## src/rtl/controlador_recirculador.sv

```systemverilog
// Control FSM for the four-lane recirculator: latches FIFO thresholds and drives selector_IDLE.
// Optional macro RECIRC_COUNT_EN adds a saturating counter of recirculated words.
module controlador_recirculador (
  input  logic       clk,
  input  logic       reset,
  input  logic       init,
  input  logic [3:0] umbral_alto_in,
  input  logic [3:0] umbral_bajo_in,
  input  logic [3:0] fifo_empty,
  input  logic [3:0] fifo_error,
  input  logic [3:0] valid_in,
  output logic       selector_IDLE,
  output logic       idle_out,
  output logic       active_out,
  output logic       error_out,
  output logic [2:0] estado,
  output logic [3:0] umbral_alto,
  output logic [3:0] umbral_bajo,
  output logic [7:0] recirc_count
);

  typedef enum logic [2:0] {
    ST_RESET  = 3'd0,
    ST_INIT   = 3'd1,
    ST_IDLE   = 3'd2,
    ST_ACTIVE = 3'd3,
    ST_ERROR  = 3'd4
  } estado_t;

  estado_t    r_estado;
  estado_t    w_estado_next;
  logic [3:0] r_alto;
  logic [3:0] r_bajo;

  always_comb begin
    w_estado_next = ST_ERROR;
    case (r_estado)
      ST_RESET: w_estado_next = ST_INIT;
      ST_INIT: begin
        if (init)                    w_estado_next = ST_INIT;
        else if (r_bajo >= r_alto)   w_estado_next = ST_ERROR;
        else if (fifo_empty == 4'hF) w_estado_next = ST_IDLE;
        else                         w_estado_next = ST_ACTIVE;
      end
      ST_IDLE, ST_ACTIVE: begin
        // A FIFO fault outranks a reinit request.
        if (|fifo_error)             w_estado_next = ST_ERROR;
        else if (init)               w_estado_next = ST_INIT;
        else if (fifo_empty == 4'hF) w_estado_next = ST_IDLE;
        else                         w_estado_next = ST_ACTIVE;
      end
      default: w_estado_next = ST_ERROR;
    endcase
  end

  always_ff @(posedge clk or posedge reset) begin
    if (reset) begin
      r_estado <= ST_RESET;
      r_alto   <= 4'h0;
      r_bajo   <= 4'h0;
    end else begin
      r_estado <= w_estado_next;
      if (r_estado == ST_INIT && init) begin
        r_alto <= umbral_alto_in;
        r_bajo <= umbral_bajo_in;
      end
    end
  end

  assign estado        = r_estado;
  assign selector_IDLE = (r_estado != ST_ACTIVE);
  assign idle_out      = (r_estado == ST_IDLE);
  assign active_out    = (r_estado == ST_ACTIVE);
  assign error_out     = (r_estado == ST_ERROR);
  assign umbral_alto   = r_alto;
  assign umbral_bajo   = r_bajo;

`ifdef RECIRC_COUNT_EN
  logic [7:0] r_count;
  logic [2:0] w_pop;
  logic [8:0] w_sum;

  assign w_pop = {2'b00, valid_in[0]} + {2'b00, valid_in[1]}
               + {2'b00, valid_in[2]} + {2'b00, valid_in[3]};
  assign w_sum = {1'b0, r_count} + {6'b000000, w_pop};

  always_ff @(posedge clk or posedge reset) begin
    if (reset) begin
      r_count <= 8'h00;
    end else if (w_estado_next == ST_INIT && r_estado != ST_INIT) begin
      r_count <= 8'h00;
    end else if (selector_IDLE) begin
      r_count <= w_sum[8] ? 8'hFF : w_sum[7:0];
    end
  end

  assign recirc_count = r_count;
`else
  logic w_unused_valid;
  assign w_unused_valid = ^valid_in;
  assign recirc_count   = 8'h00;
`endif

endmodule

```

## config.mk

```make
export PLATFORM = sky130hd
export DESIGN_NAME = controlador_recirculador
export DESIGN_NICKNAME = d
export VERILOG_FILES = /design/src/rtl/controlador_recirculador.sv
export SDC_FILE = /design/constraint.sdc
export NUM_CORES = 1
export LEC_CHECK = 0
export CAP_MARGIN = 20
export CORE_MARGIN = 2
export CORE_UTILIZATION = 31
export DETAILED_ROUTE_END_ITERATION = 8
export PLACE_DENSITY = 0.75
export SETUP_SLACK_MARGIN = 0.02
export SYNTH_ARGS = -nofsm -noshare
export SYNTH_HDL_FRONTEND = slang
export SYNTH_SLANG_ARGS = --single-unit
```

## constraint.sdc

```tcl
create_clock -name clk -period 1.4 [get_ports clk]
set_input_delay 0.21 -clock clk [delete_from_list [all_inputs] [get_ports clk]]
set_output_delay 0.21 -clock clk [all_outputs]
set_load 0.05 [all_outputs]
```

After elaboration in Yosys (flattened, before gate mapping)
Index checks and enable logic that the tools add are counted.
W data, S select, Z words.
- bits in registers: 11
- bits of input ports: 23
- output and inout bits: 23
- logic and storage cells: 20
- $lt $le $gt $ge: 1
- eq/ne operators: 6
- multiplexer cells: 6
- reductions and logical operators: 4
- operators with widths (cell ; count):
    $mux W3 ; 3
    $pmux W3 S3 ; 1
    $eq A3 B2 Y1 const B ; 2
    $eq A4 B4 Y1 const B ; 1
    $ge A4 B4 Y1 ; 1
    $reduce_or A4 Y1 ; 1
    $eq A3 B1 Y1 const B ; 1
    $eq A3 B3 Y1 const B ; 1
    $logic_not A3 Y1 ; 1
    $ne A3 B2 Y1 const B ; 1
    $mux W2 ; 1
    $reduce_or A2 Y1 ; 1
    $logic_and A1 B1 Y1 ; 1
    $mux W1 ; 1

Depth between registers and ports, before layout
- depth in word-level cells: 5
- depth in mapped cells: 6
- gate-level depth less buffers: 6

Worst setup path after synthesis
OpenSTA, ideal clock, no wires.
- path kind: register to output
- start point: register r_estado[2] (netlist: estado[2])
- end point: output error_out
- arrival: 1.919 ns
- data required time: 1.190 ns
- path slack: -0.729 ns
- cell stages (with the launch flop): 2
- path buffers: 0
- cell sequence: dfrtp_1 > nor3b_1
- word-level cells in the longest chain between the ends: 1
- RTL lines (element ; RTL line ; source):
    start, declared ; 30 ; estado_t r_estado;
    start signal, assigned ; 62 ; r_estado <= w_estado_next;
    $eq A3 B3 Y1 ; 74 ; assign error_out = (r_estado == ST_ERROR);
    end, declared ; 15 ; output logic error_out,
Every way passes these cells.

Final worst setup path
- start point: register r_estado[2] (netlist: estado[2])
- end point: output active_out
- word-level cells in the longest chain between the ends: 1
- RTL lines (element ; RTL line ; source):
    $eq A3 B2 Y1 ; 73 ; assign active_out = (r_estado == ST_ACTIVE);
    end, declared ; 14 ; output logic active_out,
Every way passes these cells.

==> out/qor.txt <==
critical path type: flip-flop to output pin
Final Cycle Share: 106.8%
share of layout cells above drive strength 1: 54.70%
core region area: 2002 um^2
setup TNS: -0.3692 ns
Final Hold Vio Count: 0
number of global-route vias before repair: 660
Site Rows: 16
Critical Path AT: 1.28 ns
CTS tree: yes
Port Buf Inserts: 33
CTS Sinks: 11
max-cap violation count: 0
via/cell ratio: 4.319
Starting DRT DRC Count: 3
Syn-to-layout area delta: 109.7%
post-route ant nets: 0
RD Place Congestion: 0.6683
Routed WL: 1941 um
final worst setup slack: -0.09460 ns
area post-placement: 1309 um^2
RSZ-0062 raised after global routing: yes
Antenna diodes: 0
H-tree levels: 1
Cells after DPL: 135
Die W: 50.56 um
Avg WL per Cell: 13.48 um
reg2reg end: estado[0]
top fanout value on the critical path: 4
Final Instance Count excl. Fillers: 144
nature of the critical path startpoint: flip-flop
Min-Delay Path Class: primary input to asynchronous set/reset pin
nets: 145
Seq/Total Area, Yosys: 40.97%
Post-Synthesis Cell Area: 671.9 um^2
Vias: 622
Reg2Reg Depth: 5
crit path time final: 1.495 ns
WP data required: 1.19 ns
DRC violations left: 0
Max rail drop VDD: 0.001436 V
critical path endpoint category: output pin
outcome: finished with violations
Syn. warnings: 0
CTS Buf Count: 3
CTS Buffer Depth: 2
CTS Root Cell: clkbuf_4
syn_area_per_cell: 10.50 um^2
pwr/cell area: 2299 nW/um^2
pin count of the biggest net entering global routing: 12
final instance area: 1409 um^2
hold slack: 0.2539 ns
r2r setup slk: -0.04 ns
max-slew violations: 0
failing checks: setup timing
most frequent cells in the layout: 18 x clkdlybuf4s50_1, 14 x buf_12, 14 x buf_4, 8 x conb_1, 8 x dfrtp_2
final worst clock skew: 0.008394 ns
Worst-Skew Late Latency: 0.27 ns
initial core utilization: 33.56%
# IOs: 46
FF-to-FF Start: umbral_alto[0]
Clk pin slew, worst setup/hold paths: 0.07 ns
GRT Util Overall: 16.40%
final setup fails: 9
Overflow after GRT: 0
first-pass GRT wire length: 3084 um
full die area: 2556 um^2
count of different cell masters after synthesis: 24
dpl hpwl: 1482 um
Pwr Total: 3.239 mW
FMAX: 0.6691 GHz
commonest non-fill, non-tap cell in the layout: clkdlybuf4s50_1
post-synthesis cell count: 64
initial antenna violation count: 0
DRT Pass-1 Iters: 3
post-synthesis register bit count: 11
Static Leak: 0.6149 nW
Die Y: 50.56 um
==> worst max-delay path, stage by stage (launching register included) <==
cell,delay (ns)
dfrtp_2,0.43
nand2b_4,0.15
or2_4,0.24
clkinvlp_4,0.08
buf_12,0.13
==> kinds of logic after synthesis <==
logic type | count (synthesis) | synth area share, %
compound gates | 11 | 14.90
fa+ha+maj | 4 | 7.449
buf+inv | 16 | 13.97
flops | 11 | 40.97
mux | 4 | 6.703
other cells | 1 | 0.5581
simple gates | 17 | 15.46
==> state kept, by name, summed over array words and instances, names as in the netlist <==
register and flops:
umbral_bajo 4, estado 3, umbral_alto 4
==> metal layers <==
| layer | vias up | part of all wire (%) | GRT usage (%) |
|---|---|---|---|
| met5 | - | 0 | 0 |
| met1 | 296 | 40 | 18.69 |
| met4 | 0 | 0 | 1.351 |
| met2 | 20 | 55 | 30.26 |
| li1 | 306 | - | - |
| met3 | 0 | 5.4 | 5.952 |
==> through the flow <==
stage | setup slack, ns | utilization [%]
3_3_place_gp | -0.1568 | 65.38
2_1_floorplan | -0.1511 | -
3_5_place_dp | -0.2140 | 65.38
6_report | -0.09460 | 70.38
4_1_cts | -0.1050 | 69.63
5_1_grt | -0.1364 | 70.38
==> Yosys cell counts (all sizes together) <==
master	count	share of area, %
nor3	2	1.5
mux2	4	6.7
nand2	5	2.8
or2	1	0.93
conb	1	0.56
o21ai	5	3.7
o211ai	1	1.1
buf	9	10
ha	4	7.4
o41ai	1	2.4
o21a	1	1.1
dfrtp	11	41
or4	1	1.7
nor3b	2	3.0
inv	7	3.9
a2111oi	1	4.1
a21oi	1	1.3
o31ai	1	1.1
nand2b	3	3.9
nor2	3	1.7
==> where the power goes <==
part           internal [mW]  total (mW)  switching (mW)
combinational           1.24        2.38            1.14
sequential             0.477       0.645           0.168
clock                  0.110       0.214           0.104
==> layout make-up <==
class | instances | area (um^2)
Timing Repair Buffer | 51 | 621.8
Tap cell | 27 | 33.78
Inverter | 7 | 30.03
Clock buffer | 4 | 26.28
Sequential cell | 11 | 285.3
Fill cell | 142 | 593.1
Multi-Input combinational cell | 44 | 411.6
==> what timing repair did <==
item                                    CTS  global route
endpoints found under the setup margin    9            11
resized for setup                         6             2
pin swaps                                 5             2
setup buffers                             4             1
hold buffers                              0             0
==> worst max-delay path by stage <==
| stage | startpoint | to | slack, ns | cells after the start |
|---|---|---|---|---|
| 3_5_place_dp | fifo_error[1] | estado[0] | -0.21 | 5 |
| 2_1_floorplan | umbral_bajo[0] | estado[0] | -0.15 | 6 |
| 3_3_place_gp | fifo_error[1] | estado[0] | -0.16 | 5 |
| 6_report | estado[2] | active_out | -0.09 | 4 |
| 4_1_cts | estado[0] | error_out | -0.10 | 3 |
| 5_1_grt | estado[2] | active_out | -0.14 | 4 |
No activity file was read; power rests on OpenSTA's default activity.
